--- src/rtl/lotr_vga_pkg.sv ---
// Shared constants, command record and FSM state encoding for the VGA text writer.
package lotr_vga_pkg;

    localparam int unsigned WORDS_PER_LINE = 80;
    localparam int unsigned TEXT_COLS      = 80;
    localparam int unsigned TEXT_ROWS      = 60;
    localparam int unsigned FB_WORDS       = 9600;
    localparam int unsigned FONT_ROWS      = 8;

    localparam logic OP_DRAW  = 1'b0;
    localparam logic OP_CLEAR = 1'b1;

    typedef struct packed {
        logic       op;
        logic [6:0] chr;
        logic [6:0] col;
        logic [5:0] row;
        logic       invert;
        logic [7:0] fill;
    } t_vga_cmd;

    typedef enum logic [2:0] {
        IDLE,
        FETCH,
        WR0,
        WR1,
        CLR
    } t_vga_wr_state;

endpackage

--- src/rtl/vga_font_rom.sv ---
// 1024x8 glyph ROM, address = {char, glyph row}, one cycle read latency.
// Bit 0 of each byte is the leftmost pixel. Codes without a drawn glyph
// show a hollow box so missing characters are visible on screen.
module vga_font_rom
    import lotr_vga_pkg::*;
(
    input  logic       clk_i,
    input  logic [9:0] addr_i,
    output logic [7:0] data_o
);

    localparam logic [7:0] GLYPH_A [0:7] = '{
        8'h18, 8'h3C, 8'h66, 8'h66, 8'h7E, 8'h66, 8'h66, 8'h00
    };

    logic [6:0] chr;
    logic [2:0] row;
    logic [7:0] rom_d;
    logic [7:0] rom_q;

    assign chr = addr_i[9:3];
    assign row = addr_i[2:0];

    // Glyph table lookup.
    always_comb begin
        rom_d = 8'h00;
        case (chr)
            7'h20:   rom_d = 8'h00;
            7'h41:   rom_d = GLYPH_A[row];
            default: rom_d = (row == 3'd0 || row == 3'(FONT_ROWS - 1)) ? 8'hFF : 8'h81;
        endcase
    end

    // Synchronous read register.
    always_ff @(posedge clk_i) begin
        rom_q <= rom_d;
    end

    assign data_o = rom_q;

endmodule

--- src/rtl/vga_char_writer.sv ---
// Text renderer: draws 8x8 glyphs or clears the 1 bpp 640x480 frame buffer
// through the arbitrated VGA write port.
// Handshakes: a command transfers on a cycle with CmdValid && CmdReady; a
// write transfers on a cycle with VGAWrEn && VGAWrGnt, and until then the
// write address/data stay frozen and VGAWrEn stays high.
module vga_char_writer
    import lotr_vga_pkg::*;
#(
    parameter int FB_ADDR_W = 14
) (
    input  logic                 QClk,
    input  logic                 Reset,
    input  logic                 CmdValid,
    output logic                 CmdReady,
    input  logic                 CmdOp,
    input  logic [6:0]           CmdChar,
    input  logic [6:0]           CmdCol,
    input  logic [5:0]           CmdRow,
    input  logic                 CmdInvert,
    input  logic [7:0]           CmdFill,
    input  logic                 ErrClr,
    input  logic                 VGAWrGnt,
    output logic                 VGAWrEn,
    output logic [FB_ADDR_W-1:0] VGAWrAddr,
    output logic [31:0]          VGAWrData,
    output logic [3:0]           VGAWrByteEn,
    output logic                 Busy,
    output logic                 CmdErr,
    output t_vga_wr_state        DbgState
);

    localparam logic [FB_ADDR_W-1:0] LAST_WORD = FB_ADDR_W'(FB_WORDS - 1);

    t_vga_wr_state        state_q, state_d;
    t_vga_cmd             cmd_q, cmd_in;
    logic [3:0]           fetch_cnt_q, fetch_cnt_d;
    logic [63:0]          glyph_q, glyph_d;
    logic                 wr_en_q, wr_en_d;
    logic [FB_ADDR_W-1:0] addr_q, addr_d;
    logic [31:0]          data_q, data_d;
    logic [3:0]           be_q, be_d;
    logic                 ready_q, ready_d;
    logic                 busy_q, busy_d;
    logic                 err_q, err_d;

    logic                 accept;
    logic                 cmd_bad;
    logic                 wr_done;
    logic                 fetch_last;
    logic                 clr_last;
    logic [9:0]           rom_addr;
    logic [7:0]           rom_data;
    logic [FB_ADDR_W-1:0] row_ext, col_ext, wr0_addr, wr1_addr;

    assign cmd_in = '{op: CmdOp, chr: CmdChar, col: CmdCol, row: CmdRow,
                      invert: CmdInvert, fill: CmdFill};

    assign accept     = CmdValid && ready_q;
    assign cmd_bad    = (CmdOp == OP_DRAW) &&
                        ((CmdCol >= 7'(TEXT_COLS)) || (CmdRow >= 6'(TEXT_ROWS)));
    assign wr_done    = wr_en_q && VGAWrGnt;
    assign fetch_last = (fetch_cnt_q == 4'(FONT_ROWS));
    assign clr_last   = (cmd_q.op == OP_CLEAR) && (addr_q == LAST_WORD);

    // A text row spans two 4-line word rows: top half at 2*row, bottom at 2*row+1.
    assign row_ext  = FB_ADDR_W'(cmd_q.row);
    assign col_ext  = FB_ADDR_W'(cmd_q.col);
    assign wr0_addr = (row_ext << 7) + (row_ext << 5) + col_ext;
    assign wr1_addr = wr0_addr + FB_ADDR_W'(WORDS_PER_LINE);

    assign rom_addr = {cmd_q.chr, fetch_cnt_q[2:0]};

    vga_font_rom u_font_rom (
        .clk_i  (QClk),
        .addr_i (rom_addr),
        .data_o (rom_data)
    );

    // State register.
    always_ff @(posedge QClk or posedge Reset) begin
        if (Reset) state_q <= IDLE;
        else       state_q <= state_d;
    end

    // Next-state logic.
    always_comb begin
        state_d = state_q;
        case (state_q)
            IDLE: begin
                if (accept) begin
                    if (CmdOp == OP_CLEAR) state_d = CLR;
                    else if (!cmd_bad)     state_d = FETCH;
                end
            end
            FETCH:   if (fetch_last)           state_d = WR0;
            WR0:     if (wr_done)              state_d = WR1;
            WR1:     if (wr_done)              state_d = IDLE;
            CLR:     if (wr_done && clr_last)  state_d = IDLE;
            default:                           state_d = IDLE;
        endcase
    end

    // Output/datapath next values: glyph assembly and the registered write port.
    always_comb begin
        fetch_cnt_d = (state_q == FETCH) ? fetch_cnt_q + 4'd1 : 4'd0;

        // ROM data for row k arrives while the counter reads k+1.
        glyph_d = glyph_q;
        if (state_q == FETCH && fetch_cnt_q != 4'd0)
            glyph_d = {rom_data ^ {8{cmd_q.invert}}, glyph_q[63:8]};

        wr_en_d = wr_en_q;
        addr_d  = addr_q;
        data_d  = data_q;
        case (state_q)
            IDLE: begin
                if (accept && CmdOp == OP_CLEAR) begin
                    wr_en_d = 1'b1;
                    addr_d  = '0;
                    data_d  = {4{CmdFill}};
                end
            end
            FETCH: begin
                if (fetch_last) begin
                    wr_en_d = 1'b1;
                    addr_d  = wr0_addr;
                    data_d  = glyph_d[31:0];
                end
            end
            WR0: begin
                if (wr_done) begin
                    addr_d = wr1_addr;
                    data_d = glyph_q[63:32];
                end
            end
            WR1: begin
                if (wr_done) wr_en_d = 1'b0;
            end
            CLR: begin
                if (wr_done) begin
                    if (clr_last) begin
                        wr_en_d = 1'b0;
                    end else begin
                        addr_d = addr_q + FB_ADDR_W'(1);
                        data_d = {4{cmd_q.fill}};
                    end
                end
            end
            default: wr_en_d = 1'b0;
        endcase

        be_d    = wr_en_d ? 4'hF : 4'h0;
        ready_d = (state_d == IDLE);
        busy_d  = (state_d != IDLE);
        // A new range error wins over a same-cycle clear.
        err_d   = (accept && cmd_bad) ? 1'b1 : (ErrClr ? 1'b0 : err_q);
    end

    // Datapath and output registers.
    always_ff @(posedge QClk or posedge Reset) begin
        if (Reset) begin
            cmd_q       <= '0;
            fetch_cnt_q <= 4'd0;
            glyph_q     <= '0;
            wr_en_q     <= 1'b0;
            addr_q      <= '0;
            data_q      <= '0;
            be_q        <= 4'h0;
            ready_q     <= 1'b1;
            busy_q      <= 1'b0;
            err_q       <= 1'b0;
        end else begin
            if (accept) cmd_q <= cmd_in;
            fetch_cnt_q <= fetch_cnt_d;
            glyph_q     <= glyph_d;
            wr_en_q     <= wr_en_d;
            addr_q      <= addr_d;
            data_q      <= data_d;
            be_q        <= be_d;
            ready_q     <= ready_d;
            busy_q      <= busy_d;
            err_q       <= err_d;
        end
    end

    assign CmdReady    = ready_q;
    assign VGAWrEn     = wr_en_q;
    assign VGAWrAddr   = addr_q;
    assign VGAWrData   = data_q;
    assign VGAWrByteEn = be_q;
    assign Busy        = busy_q;
    assign CmdErr      = err_q;
    assign DbgState    = state_q;

endmodule

--- config.mk ---
export PLATFORM = sky130hd
export DESIGN_NAME = vga_char_writer
export DESIGN_NICKNAME = d
export VERILOG_FILES = /design/src/rtl/lotr_vga_pkg.sv /design/src/rtl/vga_font_rom.sv /design/src/rtl/vga_char_writer.sv
export SDC_FILE = /design/constraint.sdc
export NUM_CORES = 1
export LEC_CHECK = 0
export ABC_AREA = 1
export CELL_PAD_IN_SITES_DETAIL_PLACEMENT = 0
export CELL_PAD_IN_SITES_GLOBAL_PLACEMENT = 1
export CORE_UTILIZATION = 38
export CTS_BUF_LIST = sky130_fd_sc_hd__clkbuf_4
export DETAILED_ROUTE_END_ITERATION = 10
export PLACE_DENSITY = 0.85
export REMOVE_ABC_BUFFERS = 1
export SLEW_MARGIN = 10
export SYNTH_ARGS = -nofsm -noshare
export SYNTH_HDL_FRONTEND = slang
export SYNTH_SLANG_ARGS = --single-unit
--- constraint.sdc ---
create_clock -name QClk -period 5 [get_ports QClk]
set_input_delay 1.25 -clock QClk [delete_from_list [all_inputs] [get_ports QClk]]
set_output_delay 1.25 -clock QClk [all_outputs]
set_load 0.02 [all_outputs]
Yosys cells after proc, flatten, opt, wreduce, memory -nomap -nowiden
Memories as Yosys holds them, arrays and structs flattened.
Cells that the tools add are included.
W data, S select, Z words.
Word-level totals
  output and inout bits: 57
  memories: 1
  register bits: 163
  ROM bits: 64
  word-level logic and storage cells: 97
  input port bits: 35
  RAM bits: 0
  latch bits: 0
Memories
  (no name shown): words 8, bits a word 8, read ports 1, clocked after memory_dff 0, wr ports 0, line vga_font_rom.sv:29  | 7'h41: rom_d = GLYPH_A[row];
Cells by class
  multipliers: 0
  $lt $le $gt $ge: 3
  mux-type cells: 35
  divide/modulo/power cells: 0
  shift-type cells: 0
  add/sub/neg operators: 5
  bitwise operators: 3
  eq/ne operators: 14
  reduce and logical (&&, ||, !) cells: 18
Operators with widths (number)
  $mux W32: 6
  $pmux W32 S4: 1
  $mux W14: 5
  $pmux W14 S4: 1
  $mux W3: 7
  $mux W8: 2
  $pmux W8 S2: 1
  $pmux W3 S5: 1
  $add A13 B11 Y14: 1
  $add A14 B1 Y14 const B: 1
  $add A14 B7 Y14: 1
  $add A14 B7 Y14 const B: 1
  $eq A14 B14 Y1 const B: 1
  $ne A2 B2 Y1 const B: 5
  $logic_not A3 Y1: 3
  $logic_and A1 B1 Y1: 8
  $mux W4: 2
  $reduce_bool A4 Y1: 2
  $xor A8 B8 Y8: 1
  $eq A7 B6 Y1 const B: 1
  $eq A7 B7 Y1 const B: 1
  $ge A7 B7 Y1 const B: 1
  $mux W1: 7
  $mux W7: 1
  14 further kinds: 17

Logic depth before layout (Yosys ltp)
Gate-level depths: netlist of run 1.
  depth after elaboration: 8
  depth in mapped cells: 16

Hierarchy
A second synthesis of run 1 with hierarchy kept.
Second synthesis, totals
  cells, all modules: 975
  area total of the unflattened synthesis: 7654.8 µm²
Modules (own cells, without submodules)
  vga_char_writer: area each 7384.6 µm², sequential area each 3779.9 µm², instances 1, cells each 936
  vga_font_rom: area each 270.3 µm², sequential area each 80.1 µm², instances 1, cells each 39

Worst setup path before layout of run 1
No wires, ideal clock.
  path type: input to register
  start point: input port CmdValid
  end point: register addr_q[2] (netlist: VGAWrAddr[2])
  buffers on the path: 1
  setup slack: 2641 ps
  data arrival time: 2230 ps
  library setup time: 129 ps
  cell stages on the path: 8
  cell sequence: nand2_1 -> nor2_1 -> nor2_1 -> nor3_2 -> nand2_2 -> inv_2 -> buf_2 -> a31oi_1
On the way
  cells in the longest elaborated chain, start to end: 4
RTL lines
  from (decl): line vga_char_writer.sv:13  | input logic CmdValid,
  $logic_and A1 B1 Y1: line vga_char_writer.sv:58  | assign accept = CmdValid && ready_q;
  $logic_and A1 B1 Y1: line vga_char_writer.sv:117  | if (accept && CmdOp == OP_CLEAR) begin
  $ne A2 B2 Y1 (no source line)
  $reduce_and A6 Y1 (no source line)
  to (signal assigned): line vga_char_writer.sv:177  | addr_q <= addr_d;
  to (decl): line vga_char_writer.sv:39  | logic [FB_ADDR_W-1:0] addr_q, addr_d;
Every way passes these cells.
A chain may end at the register's enable or synchronous reset.

Final worst setup path of run 1
  start point: register state_q[1] (netlist: DbgState[1])
  end point: register data_q[28] (netlist: VGAWrData[28])
On the way
  cells in the longest elaborated chain, start to end: 5
RTL lines
  from (decl): line vga_char_writer.sv:34  | t_vga_wr_state state_q, state_d;
  from (signal assigned): line vga_char_writer.sv:82  | else state_q <= state_d;
  $eq A3 B1 Y1: line vga_char_writer.sv:109  | if (state_q == FETCH && fetch_cnt_q != 4'd0)
  $logic_and A1 B1 Y1: line vga_char_writer.sv:109
  $mux W32: line vga_char_writer.sv:109
  via glyph_d[28]: line vga_char_writer.sv:37  | logic [63:0] glyph_q, glyph_d;
  $mux W32: line vga_char_writer.sv:124  | if (fetch_last) begin
  $pmux W32 S4: line vga_char_writer.sv:115  | case (state_q)
  to (signal assigned): line vga_char_writer.sv:178  | data_q <= data_d;
  to (decl): line vga_char_writer.sv:40  | logic [31:0] data_q, data_d;
The timed path passes the listed nets, and every way through them passes these cells. The select of a mux whose other input is x is not followed.

==> summary.txt, run 1 <==
Status
  – Status: finished, final reports clean

Floorplan
  – Starting density of the core: 39.2%
  – DIE HEIGHT: around 140 µm
  – Die width: ~140 µm
  – FP Rows: 48
  – Die area: 0.0186 mm²
  – Core ar.: 0.0175 mm²
  – Top Ports: between 90 and 100

Final layout
  – Design area: 0.00814 mm²
  – Reg area: between 0.003 and 0.004 mm²
  – Layout cells sized above 1: 5.35%
  – Layout fillers: 1,762
  – Multi-input gate area: between 0.002 and 0.003 mm²
  – Fin nets: between 1,000 and 1,500
  – Layout area overhead: 18.8%

Drt
  – Number of remaining DRC errors: 0
  – Post-Route WL: around 16 mm
  – Post-DRT Antenna Nets: 0
  – DR vias: approximately 5,900
  – TritonRoute pass-1 iters: 5
  – WL/cell: 13.5 µm
  – Detailed Route Iter0 Violations: between 300 and 400
  – DR vias/cell: 4.82

Clock network
  – Total CTS buffers: 17
  – Setup bufs post-CTS: 0
  – CTS tree: built
  – Clk root buf: clkbuf_4
  – Clk buf depth: 2
  – H-tree levels: 4
  – Post_cts resized: 0
  – Clock Pin Slew Worst Setup and Hold Paths: ~0.12 ns
  – CTS Hold Bufs: 0
  – CTS sink count: ~140
  – Worst skew pair latency: about 0.55 ns

Timing
  – Tmin final: roughly 3.4 ns
  – Relative slew margins: around 36%
  – Slew Limit Fails: 0
  – Setup WS post-layout: 1.59 ns
  – Clk_skew: between 0.015 and 0.02 ns
  – Tcrit/Tclk final: approximately two thirds
  – Fin. Hold Viols: 0
  – Least-Margin Pin Slew: between 0.9 and 1 ns
  – Final setup TNS: 0 ns
  – Setup Viol. Count Final: 0
  – Unrepaired setup endpoints after global routing: no
  – Fmax: around 290 MHz

Synth
  – Number of flops mapped to enable cells by yosys: 0
  – Sequential cell area fraction in the yosys report: about 50%
  – Avg Inst Size Synth: 7.63 µm²
  – Post-synth top flop: dfrtp_1
  – Most frequent cell after synthesis: nand2_1
  – Yosys top cell area share: 48.9%
  – FF+latch count, synth: 139
  – Fraction of registers with async set/reset: roughly 97%
  – Syn Std Cell Area: 0.00686 mm²
  – YS warnings: 0
  – Dominant cell type by area after synthesis: dfrtp_1
  – Cells after Synth: around 900
  – Number of library cell types mapped by synthesis: 35
  – Commonest cells in the synthesized netlist: 349 x nand2_1, 134 x dfrtp_1, 81 x inv_1, 70 x o21ai_1, 65 x nand3_1
  – Synth top area cells: dfrtp_1 49%, nand2_1 19%, o21ai_1 5.1%

Critical path
  – Crit. End Element: register
  – Worst-path fanout max: 48
  – Crit-path cells: nor2_1 -> nand2_2 -> inv_2 -> o21ai_4 -> buf_4 -> inv_2 -> nand2_1 -> o21ai_1 -> inv_2 -> nand2_1 -> nand3_1 -> o21ai_1 -> nand2_1
  – FF-to-FF path depth: 13
  – Critical path class: register to register
  – CP startpoint kind: register
  – Critical Path AT: approximately 3.9 ns
  – WP data required: 5.44 ns
  – Slowest cell on crit path: inv_2
  – Largest stage delay on the critical path: roughly 0.64 ns

Flow run
  – Max-cap violation count: 0

Global routing
  – Vias in the first global route: 5,376
  – Overall Global Routing Usage: a little under a fifth
  – Largest net degree at the start of global routing: 90
  – Gr ovfl total: 0
  – First-pass GRT wire length: about 27 mm
  – Antenna violations before repair: 1

Power
  – VDD IR-drop max: around 0.00036 V
  – Leak pwr: between 4 and 5 nW
  – PD cells: slightly below 700 mW/mm²

Place
  – IO buf count: 91
  – Detailed Place HPWL: approximately 11 mm
  – Setup WS pre-CTS: between 1 and 1.5 ns
  – Placed inst area: around 0.008 mm²
  – GPL Wtd Cong: 0.797

Min path
  – Worst Hold Class: register to register
  – Hold Path Depth: 2
## state kept, by name, summed over array words and instances (netlist names)
signal             flops
Busy                   1
CmdErr                 1
CmdReady               1
DbgState               3
VGAWrAddr             14
VGAWrByteEn            1
VGAWrData             32
cmd_q                 30
fetch_cnt_q            4
glyph_q               48
u_font_rom.data_o      4
## layer usage
metal	vias to the layer above	wire, µm	GRT usage, %
met5	-	0	0
met4	0	242	5.86
met3	20	712	3.77
met2	128	7370	29.0
met1	2681	8060	26.2
li1	3036	-	-
## report_power, final
| part | internal, W | leakage [nW] | switching [W] |
|---|---|---|---|
| Sequential | 0.00163 | 1.75 | 0.000322 |
| Combinational | 0.00105 | 2.17 | 0.00187 |
| Clock | 0.000214 | 0.120 | 0.000395 |
| Total | 0.00289 | 4.04 | 0.00259 |
## cell families (layout without fill, tap and decap cells)
kind of cell               after synthesis  in the layout  synth area share [%]
and+or+nand+nor                        472            472                  27.8
AOI/OAI and AO/OA                      144            144                  11.3
DFF                                    139            139                  50.4
buffers and inverters                  127            219                  7.59
adders and majority gates               11             11                  2.12
xor gates and xnor gates                 6              6                 0.766
other                                    0              1                     0
## stage by stage
step | util (%) | total power, W | hold WS (ns) | instances
global placement | 45.3 | 0.00488 | 0.461 | 1184
detailed placement | 45.3 | 0.00492 | 0.465 | 1184
finish | 46.6 | 0.00549 | 0.488 | 1217
global route | 46.6 | 0.00601 | 0.508 | 1217
CTS | 46.6 | 0.00554 | 0.494 | 1216
floorplan | - | 0.00390 | 0.445 | 863
## cell usage in the layout, fill, tap and decap left out, drive strengths merged
| cell | n |
|---|---|
| nor4 | 4 |
| o211ai | 8 |
| nor3 | 6 |
| or2 | 2 |
| o221ai | 2 |
| o21ai | 112 |
| dfrtp | 134 |
| and2 | 1 |
| ha | 10 |
| o41ai | 1 |
| nand2 | 351 |
| dfstp | 1 |
| xnor2 | 4 |
| nand4 | 5 |
| xor2 | 2 |
| buf | 5 |
| inv | 91 |
| a22oi | 1 |
| nor2 | 38 |
| clkbuf | 22 |
| o22ai | 3 |
| fa | 1 |
| nand3 | 65 |
| clkdlybuf4s50 | 91 |
| a31oi | 2 |
| diode | 1 |
| clkinv | 7 |
| a21oi | 15 |
| clkinvlp | 3 |
| dfxtp | 4 |
## path summary, 6_finish.rpt
check / startpoint / to / slack [ns]
max reg2reg: DbgState[1] / VGAWrData[28] / 1.59
max in group asynchronous: Reset / glyph_q[20] / 2.99
min: VGAWrData[8] / VGAWrData[8] / 0.49
max: DbgState[1] / VGAWrData[28] / 1.59
min in group asynchronous: Reset / VGAWrData[13] / 1.13
min reg2reg: VGAWrData[8] / VGAWrData[8] / 0.49
## area by class of cell
cell class | instances | share of cell area [%]
flip-flops and latches | 139 | 42.5
clock inverters | 10 | 0.645
diodes | 1 | 0.0307
multi-input cells | 633 | 35.3
repair buffers | 96 | 11.8
inverters | 91 | 4.22
clock buffers | 22 | 2.03
well taps | 225 | 3.46
## worst max-delay path, delay by kind of cell, from the launching register on
kind / cells / cell delay (ns)
AND/OR/NAND/NOR: 6 / 0.82
buffers and inverters: 4 / 1.63
flip-flops: 1 / 0.48
AO/OA/AOI/OAI: 3 / 0.36
Power figures use the tool's default switching activity.
==> run 2: changes to the inputs <==
==> constraint.sdc (replaced) <==
create_clock -name QClk -period 3.06 [get_ports QClk]
set_input_delay 0.765 -clock QClk [delete_from_list [all_inputs] [get_ports QClk]]
set_output_delay 0.765 -clock QClk [all_outputs]
set_load 0.02 [all_outputs]
==> run 2 against run 1 <==
Register-to-register slack worse by 0.91 ns; largest power group unchanged; power up 68%; clock-buffer cell count down 4; combinational power up 68%; sequential power up 63%; die area unchanged; largest cell class unchanged; utilization up 0.74 points; flip-flop and latch count unchanged.
==> summary.txt, run 2 (synthesis gave the netlist of run 1 again) <==
Global routing
  – GRT Max-Usage Layer: met2
  – Vias in the first global route: 5,500 (+2.3%)
  – First-pass GRT wire length: 27.4 mm (+1.8%)
  – Antenna violations before repair: 1 (unchanged)
  – Gr ovfl total: 0 (unchanged)
  – Overall Global Routing Usage: 19.1% (+0.38 points)
  – Met2 GRT Util: 29.8% (+0.85 points)
  – Grt met3 use: 4.81% (+1.0 points)
  – Largest net degree at the start of global routing: 48 (-47%)
  – Met1 Usage GRT: 26.2% (+0.060 points)

Clock network
  – Worst skew pair latency: 0.54 ns (about the same)
  – Setup bufs post-CTS: 0 (unchanged)
  – Total CTS buffers: 17 (unchanged)
  – Post_cts resized: 0 (unchanged)
  – Clk buf depth: 2 (unchanged)
  – Clock Pin Slew Worst Setup and Hold Paths: 0.11 ns (about the same)
  – H-tree levels: 4 (unchanged)
  – CTS tree: built
  – CTS sink count: 139 (unchanged)
  – CTS Hold Bufs: 0 (unchanged)
  – Clk root buf: clkbuf_4

Final layout
  – Layout fillers: 1,754 (-0.45%)
  – Most common cell after layout, fill and taps aside: nand2_1
  – Max FFs per register: 48 (unchanged)
  – Reg area: 0.00346 mm² (unchanged)
  – Layout area overhead: 20.7%
  – Layout cells sized above 1: 6.21% (+0.86 points)
  – Fin nets: 1,032 (+0.78%)
  – Multi-input gate area: 0.00288 mm² (unchanged)
  – Commonest non-fill, non-tap cells in the layout: 349 x nand2_1, 134 x dfrtp_1, 91 x clkdlybuf4s50_1
  – Design area: 0.00827 mm² (+1.6%)
  – Top reg by flops: glyph_q
  – Final core occ: 47.3% (+0.74 points)
  – Finished Layout Cells: 1,225 (+0.66%)

Critical path
  – Largest stage delay on the critical path: 0.68 ns (+0.04 ns)
  – FF-to-FF path depth: 12 (-1)
  – Worst-path fanout max: 7 (-85%)
  – WP data required: 2.29 ns (-3.15 ns)
  – Critical Path AT: 1.70 ns (-2.15 ns)
  – Critical path depth in cells: 1 (-12)
  – CP startpoint kind: register
  – Bufs and invs on worst path: 1 (-3)
  – Crit-path cells: clkdlybuf4s50_1
  – Crit. End Element: output port
  – Slowest cell on crit path: clkdlybuf4s50_1
  – Cell family with most CP delay: buffers and inverters
  – Critical path class: register to output port

Drt
  – DR vias: 5,892 (+0.46%)
  – Post-Route WL: 16.5 mm (+0.74%)
  – TritonRoute pass-1 iters: 4 (-1)
  – Post-DRT Antenna Nets: 0 (unchanged)
  – Number of remaining DRC errors: 0 (unchanged)
  – DR vias/cell: 4.81 (-0.20%)
  – Detailed Route Iter0 Violations: 387 (+1.6%)
  – WL/cell: 13.5 µm (about the same)

Status
  – Status: finished, final reports clean

Floorplan
  – DIE HEIGHT: 136 µm (unchanged)
  – Die width: 136 µm (unchanged)
  – Core ar.: 0.0175 mm² (unchanged)
  – Die area: 0.0186 mm² (unchanged)
  – Starting density of the core: 39.2% (unchanged)
  – Top Ports: 92 (unchanged)
  – FP Rows: 48 (unchanged)

Place
  – IO buf count: 91 (unchanged)
  – GPL Wtd Cong: 0.802 (+0.74%)
  – Setup WS pre-CTS: 0.451 ns (-0.973 ns)
  – Placed inst area: 0.00801 mm² (+1.1%)
  – Placed Instances: 1,192 (+0.68%)
  – Detailed Place HPWL: 11.6 mm (+3.1%)

Timing
  – Tcrit/Tclk final: between 80% and 90%
  – Setup Viol. Count Final: 0 (unchanged)
  – Setup WS post-layout: 0.590 ns (-0.999 ns)
  – Clk_skew: 0.0198 ns (+0.00409 ns)
  – Fmax: roughly 400 MHz
  – Unrepaired setup endpoints after global routing: no
  – Tmin final: around 2.5 ns
  – Worst hold slack: 0.488 ns (+0.000194 ns)
  – Slew Limit Fails: 0 (unchanged)
  – Relative slew margins: 38.5% (+2.0 points)
  – Least-Margin Pin Slew: 0.922 ns (-0.0297 ns)
  – Fin. Hold Viols: 0 (unchanged)

Flow run
  – Max-cap violation count: 0 (unchanged)

Power
  – VDD IR-drop max: 0.000667 V (+85%)
  – Leak pwr: 4.11 nW (+1.7%)
  – PD cells: 1120 mW/mm² (+66%)

Min path
  – Worst Hold Class: register to register
  – Hold Path Depth: 2 (unchanged)
-- run 2: final cells by class --
type,count,share of cell area [%]
Sequential cell,139,41.8
Multi-Input combinational cell,633,34.8
Timing Repair Buffer,104,12.6
Inverter,91,4.16
Tap cell,225,3.40
Clock buffer,18,1.63
Clock inverter,14,1.54
Antenna cell,1,0.0302
-- run 2: metal layers --
| metal | vias up | routed length [µm] |
|---|---|---|
| met4 | 0 | 175 |
| met5 | - | 0 |
| met3 | 14 | 765 |
| li1 | 3063 | - |
| met1 | 2697 | 7980 |
| met2 | 118 | 7580 |
-- run 2: path summary, 6_finish.rpt --
path	from	end	slack (ns)
max	DbgState[0]	DbgState[0]	0.59
min in group asynchronous	Reset	VGAWrData[5]	0.60
max reg2reg	DbgState[1]	VGAWrData[28]	0.68
max in group asynchronous	Reset	CmdReady	1.75
min reg2reg	glyph_q[4]	glyph_q[4]	0.49
min	glyph_q[4]	glyph_q[4]	0.49
-- run 2: through the flow --
| stage | power, W | TNS, ns |
|---|---|---|
| floorplan | 0.00638 | -176.47 |
| global placement | 0.00810 | 0 |
| detailed placement | 0.00816 | 0 |
| CTS | 0.00933 | 0 |
| global route | 0.0101 | 0 |
| finish | 0.00923 | 0 |
-- run 2: power breakdown --
| part | internal [W] | switching [W] |
|---|---|---|
| clock network | 0.000479 | 0.000658 |
| logic | 0.00181 | 0.00309 |
| registers | 0.00266 | 0.000525 |
| total | 0.00495 | 0.00428 |
==> run 3: changes to the inputs <==
==> constraint.sdc (replaced) <==
create_clock -name QClk -period 2.1 [get_ports QClk]
set_input_delay 0.525 -clock QClk [delete_from_list [all_inputs] [get_ports QClk]]
set_output_delay 0.525 -clock QClk [all_outputs]
set_load 0.02 [all_outputs]
==> run 3 against run 2 <==
Utilization is 2.3 points higher; routed wire length rose by 3.7%; clock skew is 0.0027 ns lower; clock-buffer cell count decreased by 1; register-to-register slack lost 0.62 ns; first-iteration DRC count is 7.8% lower; die area is the same; clock power up 44%; flip-flop and latch count stayed put; combinational power up 64%; sequential power up 44%; global-route usage is 0.68 points higher; largest power group unchanged.
==> summary.txt, run 3 (synthesis gave the netlist of run 1 again) <==
Final layout
  – Commonest non-fill, non-tap cells in the layout: 346 x nand2_1, 134 x dfrtp_1, 76 x inv_1
  – Layout cells sized above 1: 11.7% (+5.5 points)
  – Layout fillers: 1,689 (-3.7%)
  – Finished Layout Cells: 1,255 (+2.4%)
  – Design area: 0.00868 mm² (+4.9%)
  – Top reg by flops: glyph_q
  – Layout area overhead: 26.6%
  – Most common cell after layout, fill and taps aside: nand2_1
  – Max FFs per register: 48 (unchanged)
  – Fin nets: 1,063 (+3.0%)

Place
  – IO buf count: 91 (unchanged)
  – Placed inst area: 0.00825 mm² (+3.0%)
  – Placed Instances: 1,222 (+2.5%)
  – Detailed Place HPWL: 12.4 mm (+6.8%)
  – GPL Wtd Cong: 0.812 (+1.2%)

Global routing
  – Overall Global Routing Usage: 19.8% (+0.68 points)
  – Largest net degree at the start of global routing: 52 (+8.3%)
  – Met1 Usage GRT: 27.3% (+1.1 points)
  – Grt met3 use: 4.47% (-0.34 points)
  – Antenna violations before repair: 1 (unchanged)
  – First-pass GRT wire length: 28.4 mm (+3.9%)
  – Met2 GRT Util: 31.3% (+1.5 points)
  – Vias in the first global route: 5,558 (+1.1%)
  – Gr ovfl total: 0 (unchanged)
  – GRT Max-Usage Layer: met2

Critical path
  – WP data required: 2.54 ns (+0.25 ns)
  – Critical path class: register to register
  – CP startpoint kind: register
  – Crit. End Element: register
  – Worst-path fanout max: 3 (-4)
  – Critical Path AT: 2.48 ns (+0.78 ns)

Drt
  – Post-Route WL: 17.1 mm (+3.7%)
  – TritonRoute pass-1 iters: 7 (+3)
  – Detailed Route Iter0 Violations: 357 (-7.8%)
  – DR vias: 6,061 (+2.9%)
  – DR vias/cell: 4.83 (+0.41%)
  – WL/cell: 13.6 µm (+1.2%)
  – Post-DRT Antenna Nets: 0 (unchanged)
  – Number of remaining DRC errors: 0 (unchanged)

Clock network
  – CTS Hold Bufs: 0 (unchanged)
  – Clk buf depth: 2 (unchanged)
  – Worst skew pair latency: 0.53 ns (about the same)
  – H-tree levels: 4 (unchanged)
  – Total CTS buffers: 17 (unchanged)
  – Clk root buf: clkbuf_4
  – CTS tree: built
  – CTS sink count: 139 (unchanged)
  – Clock Pin Slew Worst Setup and Hold Paths: 0.12 ns (about the same)

Status
  – Status: finished, final reports clean

Timing
  – Relative slew margins: 65.2% (+27 points)
  – Unrepaired setup endpoints after global routing: yes
  – Setup Viol. Count Final: 0 (unchanged)
  – Fin. Hold Viols: 0 (unchanged)
  – Least-Margin Pin Slew: 0.515 ns (-0.407 ns)
  – Fmax: about 490 MHz
  – Clk_skew: 0.0172 ns (-0.00267 ns)
  – Slew Limit Fails: 0 (unchanged)
  – Tcrit/Tclk final: 97.0%
  – Worst hold slack: 0.427 ns (-0.0613 ns)
  – Tmin final: between 2 and 2.5 ns

Floorplan
  – Starting density of the core: 39.2% (unchanged)
  – Top Ports: 92 (unchanged)
  – FP Rows: 48 (unchanged)
  – Die area: 0.0186 mm² (unchanged)
  – Die width: 136 µm (unchanged)
  – Core ar.: 0.0175 mm² (unchanged)
  – DIE HEIGHT: 136 µm (unchanged)

Flow run
  – Max-cap violation count: 0 (unchanged)

Power
  – VDD IR-drop max: 0.000915 V (+37%)
  – PD cells: 1640 mW/mm² (+47%)
  – Leak pwr: 4.72 nW (+15%)

Min path
  – Worst Hold Class: primary input to asynchronous set/reset pin
run 3: changes by cell type in the layout (fill, tap and decap cells not counted), sizes merged, moves of 25 or more:
| cell | before | now |
|---|---|---|
| dlygate4sd2 | 0 | 25 |
| clkdlybuf4s50 | 91 | 39 |
| dlymetal6s2s | 0 | 27 |
| buf | 13 | 44 |
run 3: area by class of cell:
type	count	area (µm²)	area share, %
timing repair buffer	135	1340	15.4
sequential	139	3460	39.9
inverter	91	344	3.96
multi-input combinational	633	3000	34.5
clock buffer	17	128	1.47
antenna	1	2.50	0.0288
tap	225	282	3.24
clock inverter	14	131	1.51
run 3: metrics by stage:
step           setup slack (ns)  utilization, %  power, W  TNS [ns]
2_1_floorplan             -2.03               -   0.00929   -306.11
3_3_place_gp            -0.0287            47.2    0.0123    -0.627
3_5_place_dp            -0.0563            47.2    0.0124    -0.854
4_1_cts                 0.00462            48.6    0.0140         0
5_1_grt                 -0.0950            49.7    0.0156    -0.351
6_report                 0.0624            49.7    0.0143         0
run 3: per-layer routing:
metal | part of all wire [%] | wire, µm
met5 | 0 | 0
met4 | 0.79 | 136
met1 | 49 | 8370
met2 | 46 | 7910
met3 | 4.1 | 697
run 3: worst max-delay path: stages, from the launching register on:
cell and delay, ns:
dfrtp_1 0.40, ha_2 0.19, inv_2 0.05, fa_2 0.44, inv_2 0.09, a21oi_2 0.05
nor2_2 0.18, nand3_2 0.10, nor2_2 0.13, nand2_1 0.07, nand3_2 0.08, nand3_2 0.07
nand2_1 0.06, nand2_1 0.04
run 3: final timing paths:
kind	from	endpoint	slack [ns]	cells after the start
worst max-delay path	cmd_q[20]	VGAWrAddr[11]	0.06	13
max in group asynchronous	Reset	CmdReady	1.39	3
min in group QClk	VGAWrData[27]	VGAWrData[27]	0.48	2
worst min-delay path	Reset	VGAWrAddr[12]	0.43	3
worst min register to register	VGAWrData[27]	VGAWrData[27]	0.48	2
worst max register to register	cmd_q[20]	VGAWrAddr[11]	0.06	13
run 3: what timing repair did:
item | in CTS | in global routing
endpoints found under the setup margin | 29 | 69
gates resized for setup | 31 | 58
hold endpoints to repair | 0 | 0
pin swaps | 6 | 14
buffers inserted | 0 | 1
run 3: report_power, final:
group	leakage [nW]	switching, W	internal [W]	total, W
combinational	2.83	0.00491	0.00312	0.00803
clock	0.136	0.000960	0.000680	0.00164
sequential	1.75	0.000716	0.00387	0.00459
total	4.72	0.00659	0.00767	0.0143
